--- src/rtl/lu_arbiter_pkg.sv ---
// Shared definitions for the two-requester logic-unit arbiter: opcodes,
// FSM state encoding and the round-robin winner selection.
package lu_arbiter_pkg;

    localparam logic [1:0] OP_NAND = 2'b00;
    localparam logic [1:0] OP_NOR  = 2'b01;
    localparam logic [1:0] OP_AND  = 2'b10;
    localparam logic [1:0] OP_OR   = 2'b11;

    localparam int CNT_W = 8;

    typedef enum logic [1:0] {
        ST_IDLE = 2'd0,
        ST_EXEC = 2'd1,
        ST_DONE = 2'd2
    } state_t;

    // prio is the index of the requester that wins a tie.
    function automatic logic pick_winner(input logic r0, input logic r1, input logic prio);
        if (r0 && r1) begin
            return prio;
        end
        return r1 && !r0;
    endfunction

endpackage

--- src/rtl/lu_core.sv ---
// Combinational bitwise logic unit: op[0] selects within a group,
// op[1] selects between the inverting group {NAND, NOR} and {AND, OR}.
module lu_core #(
    parameter int W = 4
) (
    input  logic [1:0]   op,
    input  logic [W-1:0] a,
    input  logic [W-1:0] b,
    output logic [W-1:0] y
);

    genvar gi;
    generate
        for (gi = 0; gi < W; gi++) begin : g_bit
            logic grp_inv;
            logic grp_pos;
            assign grp_inv = op[0] ? ~(a[gi] | b[gi]) : ~(a[gi] & b[gi]);
            assign grp_pos = op[0] ?  (a[gi] | b[gi]) :  (a[gi] & b[gi]);
            assign y[gi]   = op[1] ? grp_pos : grp_inv;
        end
    endgenerate

endmodule

--- src/rtl/lu_arbiter.sv ---
// Round-robin arbiter in front of a shared logic unit: grant in IDLE,
// compute in EXEC, present the registered result with valid in DONE.
module lu_arbiter
    import lu_arbiter_pkg::*;
#(
    parameter int W = 4
) (
    input  logic             clk,
    input  logic             reset,
    input  logic             req0,
    input  logic             req1,
    input  logic [1:0]       op0,
    input  logic [1:0]       op1,
    input  logic [W-1:0]     a0,
    input  logic [W-1:0]     b0,
    input  logic [W-1:0]     a1,
    input  logic [W-1:0]     b1,
    output logic             gnt0,
    output logic             gnt1,
    output logic [W-1:0]     result,
    output logic             valid,
    output logic             rsp_id,
    output logic             busy,
    output logic [CNT_W-1:0] op_count
);

    state_t             state_q;
    state_t             state_d;
    logic               prio_q;
    logic [1:0]         op_q;
    logic [W-1:0]       a_q;
    logic [W-1:0]       b_q;
    logic               id_q;
    logic [W-1:0]       result_q;
    logic               rsp_id_q;
    logic [CNT_W-1:0]   op_count_q;
    logic [W-1:0]       core_y;
    logic               any_req;
    logic               winner;
    logic               grant;

    assign any_req = req0 | req1;
    assign winner  = pick_winner(req0, req1, prio_q);

    lu_core #(.W(W)) u_core (
        .op (op_q),
        .a  (a_q),
        .b  (b_q),
        .y  (core_y)
    );

    always_ff @(posedge clk) begin
        if (reset) begin
            state_q <= ST_IDLE;
        end else begin
            state_q <= state_d;
        end
    end

    always_comb begin
        state_d = state_q;
        case (state_q)
            ST_IDLE: if (any_req) state_d = ST_EXEC;
            ST_EXEC: state_d = ST_DONE;
            ST_DONE: state_d = ST_IDLE;
            default: state_d = ST_IDLE;
        endcase
    end

    // Grants are gated by reset so a request never wins against it.
    always_comb begin
        gnt0  = 1'b0;
        gnt1  = 1'b0;
        valid = 1'b0;
        busy  = (state_q != ST_IDLE);
        if (state_q == ST_IDLE && any_req && !reset) begin
            gnt0 = !winner;
            gnt1 = winner;
        end
        if (state_q == ST_DONE) begin
            valid = 1'b1;
        end
    end

    assign grant = gnt0 | gnt1;

    always_ff @(posedge clk) begin
        if (reset) begin
            prio_q     <= 1'b0;
            op_q       <= 2'b00;
            a_q        <= '0;
            b_q        <= '0;
            id_q       <= 1'b0;
            result_q   <= '0;
            rsp_id_q   <= 1'b0;
            op_count_q <= '0;
        end else begin
            if (grant) begin
                id_q   <= winner;
                op_q   <= winner ? op1 : op0;
                a_q    <= winner ? a1 : a0;
                b_q    <= winner ? b1 : b0;
                prio_q <= !winner;
            end
            // Counting on entry to DONE lets a reset in EXEC cancel the increment.
            if (state_q == ST_EXEC) begin
                result_q   <= core_y;
                rsp_id_q   <= id_q;
                op_count_q <= op_count_q + 8'd1;
            end
        end
    end

    assign result   = result_q;
    assign rsp_id   = rsp_id_q;
    assign op_count = op_count_q;

endmodule
--- config.mk ---
export PLATFORM = sky130hd
export DESIGN_NAME = lu_arbiter
export DESIGN_NICKNAME = d
export VERILOG_FILES = /design/src/rtl/lu_arbiter_pkg.sv /design/src/rtl/lu_core.sv /design/src/rtl/lu_arbiter.sv
export SDC_FILE = /design/constraint.sdc
export NUM_CORES = 1
export LEC_CHECK = 0
export BUFFER_PORTS_ARGS = -buffer_cell sky130_fd_sc_hd__buf_2
export CAP_MARGIN = 20
export CORE_AREA = 2 2 51 58
export CTS_CLUSTER_SIZE = 8
export DETAILED_ROUTE_END_ITERATION = 6
export DIE_AREA = 0 0 53 60
export GPL_ROUTABILITY_DRIVEN = 1
export PLACE_DENSITY = 0.82
export SYNTH_ARGS = -nofsm -noshare
export SYNTH_HDL_FRONTEND = slang
export SYNTH_SLANG_ARGS = --single-unit
--- constraint.sdc ---
create_clock -name clk -period 2.8 [get_ports clk]
set_input_delay 0.56 -clock clk [delete_from_list [all_inputs] [get_ports clk]]
set_output_delay 0.56 -clock clk [all_outputs]
set_load 0.05 [all_outputs]
* Word level (Yosys, flattened, before mapping)
Index checks and enable logic that the tools add are counted.
** Cells by class
- Reduce and logical (&&, ||, !) cells :: 9
- Equal/unequal tests :: 3
- Add/sub/neg operators :: 1
- Mux-type cells :: 23
- Bitwise logic cells :: 18
** Operators by type and width (count)
- $mux W1 :: 18
- $add A8 B1 Y8 const B :: 1
- $mux W4 :: 2
- $not A1 Y1 :: 8
- $or A1 B1 Y1 :: 6
- $and A1 B1 Y1 :: 4
- $logic_and A1 B1 Y1 :: 4
- $mux W2 :: 2
- $pmux W2 S2 :: 1
- $logic_not A1 Y1 :: 3
- $eq A2 B1 Y1 const B :: 1
- $eq A2 B2 Y1 const B :: 1
- $logic_not A2 Y1 :: 1
- $ne A2 B2 Y1 const B :: 1
- $reduce_bool A2 Y1 :: 1
** Storage, ports and cells
- Register bits :: 27
- Output and inout bits :: 17
- Bits of input ports :: 24
- Word-level logic and storage cells :: 63

* Depth between registers and ports, before layout
- Word-level depth :: 6
- Gate-level depth with buffers :: 5
- Depth with buffers taken out :: 4

* Modules after synthesis
Synthesis repeated with hierarchy kept, for this count alone.
** Unflattened totals
- Cells, all modules :: 154
- Area total of the unflattened synthesis :: 1288.7 sq um
** Modules (own cells, without submodules)
- lu_arbiter :: cells each 145, times used 1, seq. area each 540.5 sq um, area each 1204.9 sq um
- lu_core :: cells each 9, times used 1, seq. area each 0.0 sq um, area each 83.8 sq um

* Worst setup path after synthesis
No wires, ideal clock.
- Path kind :: input-to-output
- From :: in reset
- To :: out gnt1
- Stages on the path :: 3
- Data required time :: 2.240 ns
- Path slack :: -0.212 ns
- Path buffers :: 2
- Data arrival time :: 2.452 ns
- Path through :: clkbuf_1 > clkbuf_1 > nor4_1
** Between the ends
- Longest elaborated chain between the ends :: 3
** Ends and longest elaborated chain
- start, declared :: line lu_arbiter.sv:9 : input logic reset,
- $logic_not A1 Y1 :: line lu_arbiter.sv:76 : if (state_q == ST_IDLE && any_req && !reset) begin
- $logic_and A1 B1 Y1 :: line lu_arbiter.sv:76
- $mux W1 :: line lu_arbiter.sv:76
- end, declared :: line lu_arbiter.sv:19 : output logic gnt1,
Every way passes these cells.

* Final worst setup path
- From :: reg state_q[0]
- To :: out gnt0
** Between the ends
- Longest elaborated chain between the ends :: 4
** Ends and longest elaborated chain
- start, declared :: line lu_arbiter.sv:27 : state_t state_q;
- start signal, assigned :: line lu_arbiter.sv:56 : state_q <= state_d;
- $logic_not A2 Y1 :: line lu_arbiter.sv:76
- $logic_and A1 B1 Y1 (2 in a row) :: line lu_arbiter.sv:76
- $mux W1 :: line lu_arbiter.sv:76
- end, declared :: line lu_arbiter.sv:18 : output logic gnt0,
Every way passes these cells.

==> reports/results.ini <==
[placement]
placed_area_sq_mm = 0.00153
gp_congestion = 0.792
post-dp-hpwl_mm = 2.21
post-place-ws_ps = 663
port-buffer-count = 40

[clock_tree]
cts_made_buffers = 3
ctsHtreeMaxLevel = 1
cts_setup_buffers = 0
clock-sinks = 27
cts.clk_slew.worst_paths_ps = 140
cts_resized = 0
tritoncts = built
cts_hold_buf = 0
insertion_delay_ps = 320
cts_buffer_depth = 2
cts_root_buf = clkbuf_4

[detailed_routing]
drcViolationCount = 0
ant_nets = 0
vias = 1257
routed_wl_mm = 2.81
routedWlPerCell_microns = 13.1
via_per_inst = 5.87
firstDrtPassIters = 5
drt-initial-drc-count = 27

[final_layout]
final_cell_area_sq_mm = 0.00156
final_net_count = 207
diodes = 0
areaGrowthSynthToFinish_pct = 18.7
layout-drive-gt1-share_pct = 28.7

[grt]
grt_pass1_vias = 1179
antenna_found_initial = 0
grt_max_degree = 26
track_usage_pct = 19.7
grt_pass1_wl_mm = 4.80
overflow = 0

[sta]
timing.final.crit_share_pct = 86.5
hold_viol = 0
finalSetupTns_ps = 0
min_period_ps = 2420
tightest_slew_ps = 656
holdWs_ps = 476
relSlewSlack_pct = 55.6
setup_viol = 0
rsz0062_at_grt = no
report.final.slew_viol_count = 0
timing.final.ws_setup_ps = 377
fmax_mhz = 413
skew_ps = 7.16

[worst_setup_path]
worstPathMaxFanout = 11
end_kind = output port
worstPathRequired_ps = 2240
reg2reg_from = state_q[0]
crit_path_start = state_q[0]
crit_type = flip-flop to output port
cp.arrival_ps = 1860
cpMostUsedCell = buf_4
max_stage_delay_ps = 400
crit_chain = nor2_1, buf_4, inv_1, nor3_2, buf_4, o21a_1, buf_2
slowest_stage = dfxtp_1
cp-start-kind = flip-flop

[hold_path]
hold_path.startpoint = result[0]
holdCritPathClass = flip-flop to flip-flop

[synth]
ys_async_sr_fraction_pct = 0
synth_edf_count = 0
synthesis.nets = 171
netlist_area_sq_mm = 0.00131
synth_cell_type_count = 34
yosysSeqAreaShare_pct = 41.1
ys_ff_latch = 27
synth_area_per_cell_sq_um = 9.00
synth_warnings = 0
ys.flop_type = dfxtp_1
synth_cells = 146

[floorplan]
die_height_microns = 60
die_area_sq_mm = 0.00318
coreArea_sq_mm = 0.00263
io_pins = 41
die_w_microns = 53
rows = 20
start_util_pct = 50.0

[pwr]
p_total_w = 0.000792
irDropWorstVdd_uv = 316
power_density_mw_per_mm2 = 508
p_leak_nw = 0.647

[run]
maxCapViolCount = 0

[status]
outcome = completed

[Yosys cell counts, types with 2 or more instances]
cell type,n,area (sq um)
or2_2,2,12.5
o31ai_1,3,22.5
nand3_1,6,30.0
dfxtp_1,27,541
nand2_1,5,18.8
clkbuf_1,7,26.3
o21ai_0,13,65.1
or4_1,2,15.0
maj3_1,4,40.0
a31oi_1,9,56.3
or3_1,3,18.8
a311oi_1,10,87.6
a21oi_1,6,30.0
nand3b_1,11,82.6
mux2i_1,6,60.1
nor2_1,7,26.3
inv_1,4,15.0
buf_2,5,25.0
[worst max-delay path: cells and delay by family, from the launching register on]
family	cells	cell delay [ps]
buf+inv	4	730
flops	1	400
simple gates	2	290
compound gates	1	120
[layer usage]
layer,part of all wire [%],GRT usage (%)
met5,0,0
met4,1.4,7.33
met3,6.4,2.50
met2,51,38.6
met1,41,20.8
[report_power, final]
group / internal, W / total [W] / leakage, nW / switching (W)
Sequential: 0.000413 / 0.000434 / 0.221 / 0.0000209
Combinational: 0.0000717 / 0.000196 / 0.411 / 0.000125
Clock: 0.0000557 / 0.000162 / 0.0150 / 0.000106
[registers in the layout, indices dropped and copies added (netlist names)]
register	flops
prio_q	1
b_q	4
op_count	8
rsp_id	1
state_q	2
result	4
id_q	1
a_q	4
op_q	2
[final cells by class]
type	count	area [sq um]
Multi-Input combinational cell	103	713
Sequential cell	27	541
Clock buffer	4	26.3
Tap cell	33	41.3
Fill cell	246	1070
Timing Repair Buffer	43	223
Inverter	4	15.0
[final timing paths]
path,to,slack [ps],cells past startpoint
setup / recovery,gnt0,380,7
setup reg to reg,b_q[1],1250,6
hold reg to reg,result[0],480,2
hold / removal,result[0],480,2
[cell usage in the layout, fill, tap and decap left out, types with 3 or more instances in the layout]
master	n
nand2_1	5
dfxtp_1	27
nand3_1	6
maj3_1	4
clkbuf_4	3
a31oi_1	9
inv_1	4
mux2i_1	6
o31ai_1	3
nor2_1	7
a21oi_1	6
o21ai_0	13
or3_1	3
buf_2	40
a311oi_1	10
buf_4	3
nand3b_1	11
[kinds of logic after synthesis]
logic type | Yosys count | share of synthesized area [%]
AND/OR/NAND/NOR | 46 | 22.1
XOR/XNOR | 2 | 1.33
multiplexers | 6 | 4.57
buffers and inverters | 16 | 5.05
flip-flops | 27 | 41.1
adder cells (fa/ha/maj) | 5 | 4.00
AO/OA/AOI/OAI | 44 | 21.8
[stage by stage]
step / utilization, % / std cells
floorplan: - / 146
global route: 59.3 / 214
global placement: 58.3 / 210
finish: 59.3 / 214
detailed placement: 58.3 / 210
CTS: 59.3 / 214
(Power assumes the default switching activity.)
